[src/rtl/int_alu_issue_arbiter_pkg.sv]
// Shared definitions for the integer ALU issue path.
// - to_execution: op record carried from a reservation station to int_alu.
// - alu_op_class_e / classify_alu_op: result-latency class of an op. This must
//   decode exactly the way int_alu does, so both blocks import it from here.
// - MUL_LAT / DIV_LAT: issue-to-writeback latencies. SLOTS is derived from them.
package int_alu_issue_arbiter_pkg;

  localparam int unsigned XLEN    = 32;
  localparam int unsigned MUL_LAT = 3;
  localparam int unsigned DIV_LAT = 16;
  localparam int unsigned SLOTS   = DIV_LAT + 1;

  localparam logic [4:0] UOP_MUL_FIRST = 5'b00010;
  localparam logic [4:0] UOP_MUL_LAST  = 5'b00101;
  localparam logic [4:0] UOP_DIV       = 5'b00110;
  localparam logic [4:0] UOP_REM       = 5'b01000;
  localparam logic [4:0] UOP_REMU      = 5'b01001;

  typedef struct packed {
    logic [4:0]      microoperation;
    logic [XLEN-1:0] data1;
    logic [XLEN-1:0] data2;
    logic [5:0]      destination;
    logic [3:0]      ticket;
  } to_execution;

  typedef enum logic [1:0] {OP_1CYC, OP_MUL, OP_DIV} alu_op_class_e;

  // Divide by zero and the signed 1 / -1 case finish in one cycle inside
  // int_alu, so they never occupy the divider or a writeback slot.
  function automatic alu_op_class_e classify_alu_op(input to_execution op);
    alu_op_class_e cls;
    logic          is_signed;
    cls       = OP_1CYC;
    is_signed = (op.microoperation == UOP_DIV) || (op.microoperation == UOP_REM);
    if (op.microoperation >= UOP_MUL_FIRST && op.microoperation <= UOP_MUL_LAST) begin
      cls = OP_MUL;
    end else if (op.microoperation >= UOP_DIV && op.microoperation <= UOP_REMU) begin
      if (op.data2 == '0) begin
        cls = OP_1CYC;
      end else if (is_signed && op.data1 == {{(XLEN-1){1'b0}}, 1'b1} && op.data2 == '1) begin
        cls = OP_1CYC;
      end else begin
        cls = OP_DIV;
      end
    end
    return cls;
  endfunction

endpackage

[src/rtl/int_alu_issue_arbiter_if.sv]
// Handshake bundle between two integer reservation stations, the issue arbiter
// and int_alu.
// - rs0_valid/rs0_data/rs0_ready, rs1_valid/rs1_data/rs1_ready: per-port
//   valid/ready handshake; a transfer is valid & ready in the same cycle.
// - alu_valid/alu_data: op issued to int_alu this cycle.
// - alu_busy: int_alu divider occupied.
// slave is the arbiter's view; master is the view of its environment.
interface int_alu_issue_arbiter_if;
  import int_alu_issue_arbiter_pkg::*;

  logic        rs0_valid;
  to_execution rs0_data;
  logic        rs0_ready;
  logic        rs1_valid;
  to_execution rs1_data;
  logic        rs1_ready;
  logic        alu_valid;
  to_execution alu_data;
  logic        alu_busy;

  modport master (
    output rs0_valid, rs0_data, rs1_valid, rs1_data, alu_busy,
    input  rs0_ready, rs1_ready, alu_valid, alu_data
  );

  modport slave (
    input  rs0_valid, rs0_data, rs1_valid, rs1_data, alu_busy,
    output rs0_ready, rs1_ready, alu_valid, alu_data
  );

endinterface

[src/rtl/alu_wb_slot_tracker.sv]
// Writeback-slot reservation vector for int_alu's single result port.
// Bit k of slot_q set means a MUL/DIV result lands k cycles from now.
// Ports:
// - clk, rst_n    : clock, asynchronous active-low reset (drops all reservations)
// - issue_valid   : an op is issued this cycle
// - issue_class   : latency class of the issued op
// - free_1cyc     : no result lands this cycle (a 1-cycle op may issue)
// - free_mul      : the MUL landing cycle is unclaimed
// - free_div      : the DIV landing cycle is unclaimed
module alu_wb_slot_tracker
  import int_alu_issue_arbiter_pkg::*;
(
  input  logic          clk,
  input  logic          rst_n,
  input  logic          issue_valid,
  input  alu_op_class_e issue_class,
  output logic          free_1cyc,
  output logic          free_mul,
  output logic          free_div
);

  logic [SLOTS-1:0] slot_q, slot_d, issue_mask;

  // An op of latency L issued now lands L-1 cycles after the next edge, so its
  // bit goes in at L-1 of the next-state vector.
  always_comb begin
    issue_mask = '0;
    if (issue_valid) begin
      case (issue_class)
        OP_MUL:  issue_mask[MUL_LAT-1] = 1'b1;
        OP_DIV:  issue_mask[DIV_LAT-1] = 1'b1;
        default: issue_mask = '0;
      endcase
    end
    slot_d = (slot_q >> 1) | issue_mask;
  end

  always_ff @(posedge clk or negedge rst_n) begin
    if (!rst_n) begin
      slot_q <= '0;
    end else begin
      slot_q <= slot_d;
    end
  end

  assign free_1cyc = ~slot_q[0];
  assign free_mul  = ~slot_q[MUL_LAT];
  assign free_div  = ~slot_q[DIV_LAT];

endmodule

[src/rtl/int_alu_issue_arbiter.sv]
// Shares one int_alu between two reservation-station ports.
// Picks at most one op per cycle with round-robin preference, never lets two
// results reach the ALU result port in the same cycle, and never issues a DIV
// while the non-pipelined divider is occupied. Grants are combinational.
// Ports:
// - clk, rst_n : clock, asynchronous active-low reset
// - bus        : slave view of int_alu_issue_arbiter_if (RS handshakes, ALU
//                issue, alu_busy)
module int_alu_issue_arbiter
  import int_alu_issue_arbiter_pkg::*;
(
  input logic                    clk,
  input logic                    rst_n,
  int_alu_issue_arbiter_if.slave bus
);

  localparam int unsigned CntW = $clog2(DIV_LAT + 1);

  alu_op_class_e   cls0, cls1, grant_cls;
  logic            free_1cyc, free_mul, free_div, div_idle;
  logic            elig0, elig1, grant0, grant1, any_grant;
  logic            ptr_q, ptr_d;  // 0: RS0 preferred
  logic [CntW-1:0] div_cnt_q, div_cnt_d;

  function automatic logic op_eligible(input alu_op_class_e cls, input logic f1,
                                       input logic fm, input logic fd, input logic idle);
    logic ok;
    case (cls)
      OP_MUL:  ok = fm;
      OP_DIV:  ok = fd & idle;
      default: ok = f1;
    endcase
    return ok;
  endfunction

  assign cls0     = classify_alu_op(bus.rs0_data);
  assign cls1     = classify_alu_op(bus.rs1_data);
  assign div_idle = (div_cnt_q == '0) && !bus.alu_busy;

  always_comb begin
    elig0     = bus.rs0_valid & op_eligible(cls0, free_1cyc, free_mul, free_div, div_idle);
    elig1     = bus.rs1_valid & op_eligible(cls1, free_1cyc, free_mul, free_div, div_idle);
    // Work-conserving: the non-preferred port wins whenever the preferred cannot go.
    grant0    = elig0 & (~ptr_q | ~elig1);
    grant1    = elig1 & ~grant0;
    any_grant = grant0 | grant1;
    grant_cls = grant0 ? cls0 : cls1;

    ptr_d = ptr_q;
    if (grant0) begin
      ptr_d = 1'b1;
    end else if (grant1) begin
      ptr_d = 1'b0;
    end

    // Counts occupied cycles left after the issue cycle, so it reaches 0 in
    // the cycle the divider frees up and a new DIV can follow immediately.
    div_cnt_d = div_cnt_q;
    if (any_grant && grant_cls == OP_DIV) begin
      div_cnt_d = CntW'(DIV_LAT - 1);
    end else if (div_cnt_q != '0) begin
      div_cnt_d = div_cnt_q - CntW'(1);
    end
  end

  always_ff @(posedge clk or negedge rst_n) begin
    if (!rst_n) begin
      ptr_q     <= 1'b0;
      div_cnt_q <= '0;
    end else begin
      ptr_q     <= ptr_d;
      div_cnt_q <= div_cnt_d;
    end
  end

  alu_wb_slot_tracker u_slot_tracker (
    .clk         (clk),
    .rst_n       (rst_n),
    .issue_valid (any_grant),
    .issue_class (grant_cls),
    .free_1cyc   (free_1cyc),
    .free_mul    (free_mul),
    .free_div    (free_div)
  );

  assign bus.rs0_ready = grant0;
  assign bus.rs1_ready = grant1;
  assign bus.alu_valid = any_grant;
  assign bus.alu_data  = grant0 ? bus.rs0_data : bus.rs1_data;

endmodule

[src/flat_wrapper.sv]
// flat-port wrapper written by rule: the top's interface ports become plain ports
module int_alu_issue_arbiter_flat import int_alu_issue_arbiter_pkg::*;
  (clk, rst_n, bus_rs0_valid, bus_rs0_data, bus_rs1_valid, bus_rs1_data, bus_alu_busy, bus_rs0_ready, bus_rs1_ready, bus_alu_valid, bus_alu_data);
  int_alu_issue_arbiter_if bus_i ();
  input logic clk;
  input logic rst_n;
  input wire logic [$bits(bus_i.rs0_valid)-1:0] bus_rs0_valid;
  input wire logic [$bits(bus_i.rs0_data)-1:0] bus_rs0_data;
  input wire logic [$bits(bus_i.rs1_valid)-1:0] bus_rs1_valid;
  input wire logic [$bits(bus_i.rs1_data)-1:0] bus_rs1_data;
  input wire logic [$bits(bus_i.alu_busy)-1:0] bus_alu_busy;
  output wire logic [$bits(bus_i.rs0_ready)-1:0] bus_rs0_ready;
  output wire logic [$bits(bus_i.rs1_ready)-1:0] bus_rs1_ready;
  output wire logic [$bits(bus_i.alu_valid)-1:0] bus_alu_valid;
  output wire logic [$bits(bus_i.alu_data)-1:0] bus_alu_data;
  assign bus_i.rs0_valid = bus_rs0_valid;
  assign bus_i.rs0_data = bus_rs0_data;
  assign bus_i.rs1_valid = bus_rs1_valid;
  assign bus_i.rs1_data = bus_rs1_data;
  assign bus_i.alu_busy = bus_alu_busy;
  assign bus_rs0_ready = bus_i.rs0_ready;
  assign bus_rs1_ready = bus_i.rs1_ready;
  assign bus_alu_valid = bus_i.alu_valid;
  assign bus_alu_data = bus_i.alu_data;
  int_alu_issue_arbiter u_core (.clk(clk), .rst_n(rst_n), .bus(bus_i));
endmodule
[config.mk]
export PLATFORM = sky130hd
export DESIGN_NAME = int_alu_issue_arbiter_flat
export DESIGN_NICKNAME = d
export VERILOG_FILES = /design/src/rtl/int_alu_issue_arbiter_pkg.sv /design/src/rtl/int_alu_issue_arbiter_if.sv /design/src/rtl/alu_wb_slot_tracker.sv /design/src/rtl/int_alu_issue_arbiter.sv /design/src/flat_wrapper.sv
export SDC_FILE = /design/constraint.sdc
export NUM_CORES = 1
export LEC_CHECK = 0
export ABC_CLOCK_PERIOD_IN_PS = 3100
export BUFFER_PORTS_ARGS = -buffer_cell sky130_fd_sc_hd__buf_2
export CAP_MARGIN = 25
export CORE_MARGIN = 2
export CORE_UTILIZATION = 35
export DETAILED_ROUTE_END_ITERATION = 10
export GPL_ROUTABILITY_DRIVEN = 0
export PLACE_DENSITY = 0.72
export SLEW_MARGIN = 20
export SYNTH_ARGS = -nofsm -noshare
export SYNTH_HDL_FRONTEND = slang
export SYNTH_SLANG_ARGS = --single-unit
[constraint.sdc]
create_clock -name clk -period 3.1 [get_ports clk]
set_input_delay 0.155 -clock clk [delete_from_list [all_inputs] [get_ports clk]]
set_output_delay 0.155 -clock clk [all_outputs]
set_load 0.02 [all_outputs]
==> metrics.txt <==
worst reg2reg path startpoint u_core.div_cnt_q[0]; element type at the critical path start input pin; Final period util 100%; later-pin clock latency in the skew report 0.26 ns; number of design rule violations left after detail routing 0; synth unique cells 46; violated checks setup timing; worst hold stages 3; TritonCTS clock tree yes; static leakage power 0.00260 µW; main area contributors after synthesis mux2_4, dfrtp_1, nor4_1; number of primary I/O pins 245; number of detailed-routing iterations run before antenna repair 5; height of the die between 90 and 100 µm; placeable core area 0.00822 mm²; required time worst endpoint 2.94 ns; Worst Hold Margin 0.215 ns; synthesized-area fraction occupied by adder cells 0.424%; number of vias per cell ~5.6; die footprint 0.00919 mm²; outcome complete, but fails checks; clock input transition at the sequential cells of the worst setup and hold paths about 0.07 ns; total number of yosys warnings 0; Seq/Total Area, Yosys approximately a fifth; row cnt 33; Worst setup EP type primary output; Max-slew headroom 65.8%; Final Max Slew Viols 0; synthesis-stage register bit count 22; maximum number of pins on one net before global-route repair 28; vias in the first global route around 3200; Final Setup Violations 7; final-stage net count approximately 700; first-iteration detailed-routing DRC count 242; clock sink count 22; mean area per synthesized cell 11.1 µm²; max-cap viol count 0; Post-Synthesis Cell Area ~0.0030 mm²; port buffer count 244; total half-perimeter wirelength after legalization and detailed placement 9.93 mm; remaining number of nets flagged by the antenna check after routing 0; worst reg2reg path endpoint u_core.u_slot_tracker.slot_q[15]; total CTS buffers 3; total of fill cells in the finished design between 600 and 700; cell taking the most area after synthesis mux2_4; maximum operating frequency around 0.32 GHz; post-synthesis async set-or-reset flop share 100%; CTS max path bufs 2; cell count after synthesis ~270; reg-to-reg setup timing slack roughly 0.47 ns; Min Clock Period, post-route 3.11 ns; number of diodes added for antenna fixing 0; proportion of synthesized area in mux cells 40.4%; RSZ-0062 raised after global routing yes; setup_tns -0.0579 ns; grt total ovfl 0; worst hold path startpoint bus_rs0_valid; count of H-tree levels built during CTS 1; power density relative to cell area between 400 and 500 mW/mm²; dominant combinational cell family by area after synthesis multiplexers; synthesized netlist net count 431; worst-margin pin slew 0.507 ns; critical path class in2out; classification of the worst-slack hold path in2reg; fraction of layout instances using a drive strength above 1 70.0%; number of cells on the worst reg-to-reg path 13; first-pass GRT wire length 15.6 mm; worst hold path endpoint u_core.u_slot_tracker.slot_q[2]; x dimension of the die between 90 and 100 µm; DR vias between 3000 and 4000; fraction of the mapped netlist area in compound gates 6.27%; Starting Density 36.0%; Critical Path AT 2.96 ns; fraction of synthesized cell area taken by the top area cell type 39.6%; largest fanout on the critical path 7; Hold Vio Cnt, Final 0; initial antenna violation count 0; xor and xnor area share after synthesis roughly 1.2%; clock root buffer clkbuf_8; Final Skew between 0.0015 and 0.002 ns; post-route setup slack -0.0145 ns; Top FF cell, synth dfrtp_1; area delta synth->final 72.8%; GRT Overall Usage 22.1%; detailed-route wire length 12.9 mm; wire per inst about 20 µm; number of enable-type register cells in the synthesized netlist 0; simple-gate share of the synthesized area 26.2%; worst supply voltage drop on vdd 0.212 mV
==> where the power goes <==
part | internal, µW | total (µW) | leakage (µW) | switching, µW
registers | 330 | 364 | 0.000294 | 33.7
logic | 787 | 1440 | 0.00227 | 654
clock network | 172 | 262 | 0.0000357 | 89.6
==> flip-flops by register name, summed over array words and instances, names as in the netlist <==
register,cells
u_core.div_cnt_q,5
u_core.ptr_q,1
u_core.u_slot_tracker.slot_q,16
==> cell usage after synthesis (3+ instances only) <==
| master | instances |
|---|---|
| nand3b_1 | 3 |
| nand4b_1 | 6 |
| nor4_1 | 33 |
| nand3_1 | 6 |
| dfrtp_1 | 22 |
| or4_1 | 5 |
| xnor2_1 | 3 |
| nor3_1 | 8 |
| o21a_1 | 3 |
| a21oi_1 | 3 |
| mux2_4 | 78 |
| nand4_1 | 23 |
| nor2_1 | 4 |
| inv_1 | 5 |
| nand2_1 | 15 |
| buf_12 | 9 |
| nand2b_1 | 4 |
| nor4b_1 | 4 |
==> metrics by stage <==
step | util (%) | worst slack, ns | power, µW | std cells | instance area, µm²
CTS | 53.0 | 0.0207 | 1730 | 626 | 4350
floorplan | - | 0.475 | 1140 | 267 | 2950
global route | 62.1 | -0.0904 | 2160 | 641 | 5100
global placement | 51.9 | 0.130 | 1440 | 621 | 4270
finish | 62.1 | -0.0145 | 2070 | 641 | 5100
detailed placement | 51.9 | 0.0603 | 1460 | 621 | 4270
==> cells by family after synthesis <==
logic type      after synthesis
xor+xnor                      4
flops                        22
mux                          80
buf+inv                      15
compound gates               23
simple gates                122
fa+ha+maj                     1
==> worst max-delay path by stage <==
| stage | depth (start not counted) | slack (ns) | from | end |
|---|---|---|---|---|
| 6_report | 12 | -0.01 | bus_rs0_data[55] | bus_alu_data[48] |
| 5_1_grt | 13 | -0.09 | u_core.div_cnt_q[0] | bus_alu_data[48] |
| 4_1_cts | 11 | 0.02 | u_core.div_cnt_q[0] | bus_alu_data[78] |
| 3_5_place_dp | 11 | 0.06 | bus_rs0_data[55] | bus_alu_data[11] |
| 3_3_place_gp | 11 | 0.13 | bus_rs0_data[55] | bus_alu_data[42] |
| 2_1_floorplan | 9 | 0.47 | bus_rs0_data[69] | bus_alu_data[10] |
==> per-layer routing <==
| layer | part of all wire (%) | up-vias | global-route usage [%] |
|---|---|---|---|
| met1 | 36 | 1698 | 27.6 |
| li1 | - | 1635 | - |
| met3 | 8.7 | 19 | 1.72 |
| met5 | 0 | - | 0 |
| met4 | 1.4 | 0 | 2.86 |
| met2 | 54 | 238 | 42.3 |
==> layout make-up <==
cell class                      count  area [µm²]  share of cell area, %
Multi-Input combinational cell    231        2280                   44.7
Timing Repair Buffer              274        2050                   40.2
Sequential cell                    22         551                   10.8
Tap cell                          105         131                   2.57
Clock buffer                        3        41.3                  0.809
Clock inverter                      1        30.0                  0.588
Inverter                            5        18.8                  0.368
==> what timing repair did <==
action | 4_1_cts | 5_1_grt
setup endpoints to repair | 50 | 78
endpoints found under the hold margin | 22 | 0
cloned | 0 | 6
buffers inserted | 0 | 10
pin swaps | 0 | 4
hold buffers | 1 | 0
resized for setup | 1 | 167
==> cell usage in the layout, fill, tap and decap left out, types with 2 or more instances in the layout <==
master and n:
dfrtp_1 22, nor4b_1 4, nor2_1 3, or4_1 5, inv_1 5, or3b_2 2, clkbuf_8 3, nand4b_1 6
buf_4 12, o21a_1 3, mux2_4 78, buf_2 172, clkbuf_16 4, mux2_2 2, nor4_1 33, nand2b_1 4
or4b_1 2, nand4_1 23, buf_6 80, o311ai_0 2, nand3_1 6, buf_12 3, a21oi_1 3, nor3_1 7
xnor2_1 3, o21ai_0 2, nand2b_4 2, nand3b_1 3, nand2_1 14, buf_8 2
==> worst max-delay path: stages <==
cell	delay, ns
buf_2	0.10
nor4_1	0.30
buf_4	0.17
nand3_1	0.08
or4_1	0.60
o31ai_4	0.23
mux2_4	0.35
buf_6	0.12
nand2b_4	0.21
clkbuf_16	0.21
mux2_4	0.31
buf_6	0.13
Power figures use the tool's default switching activity.
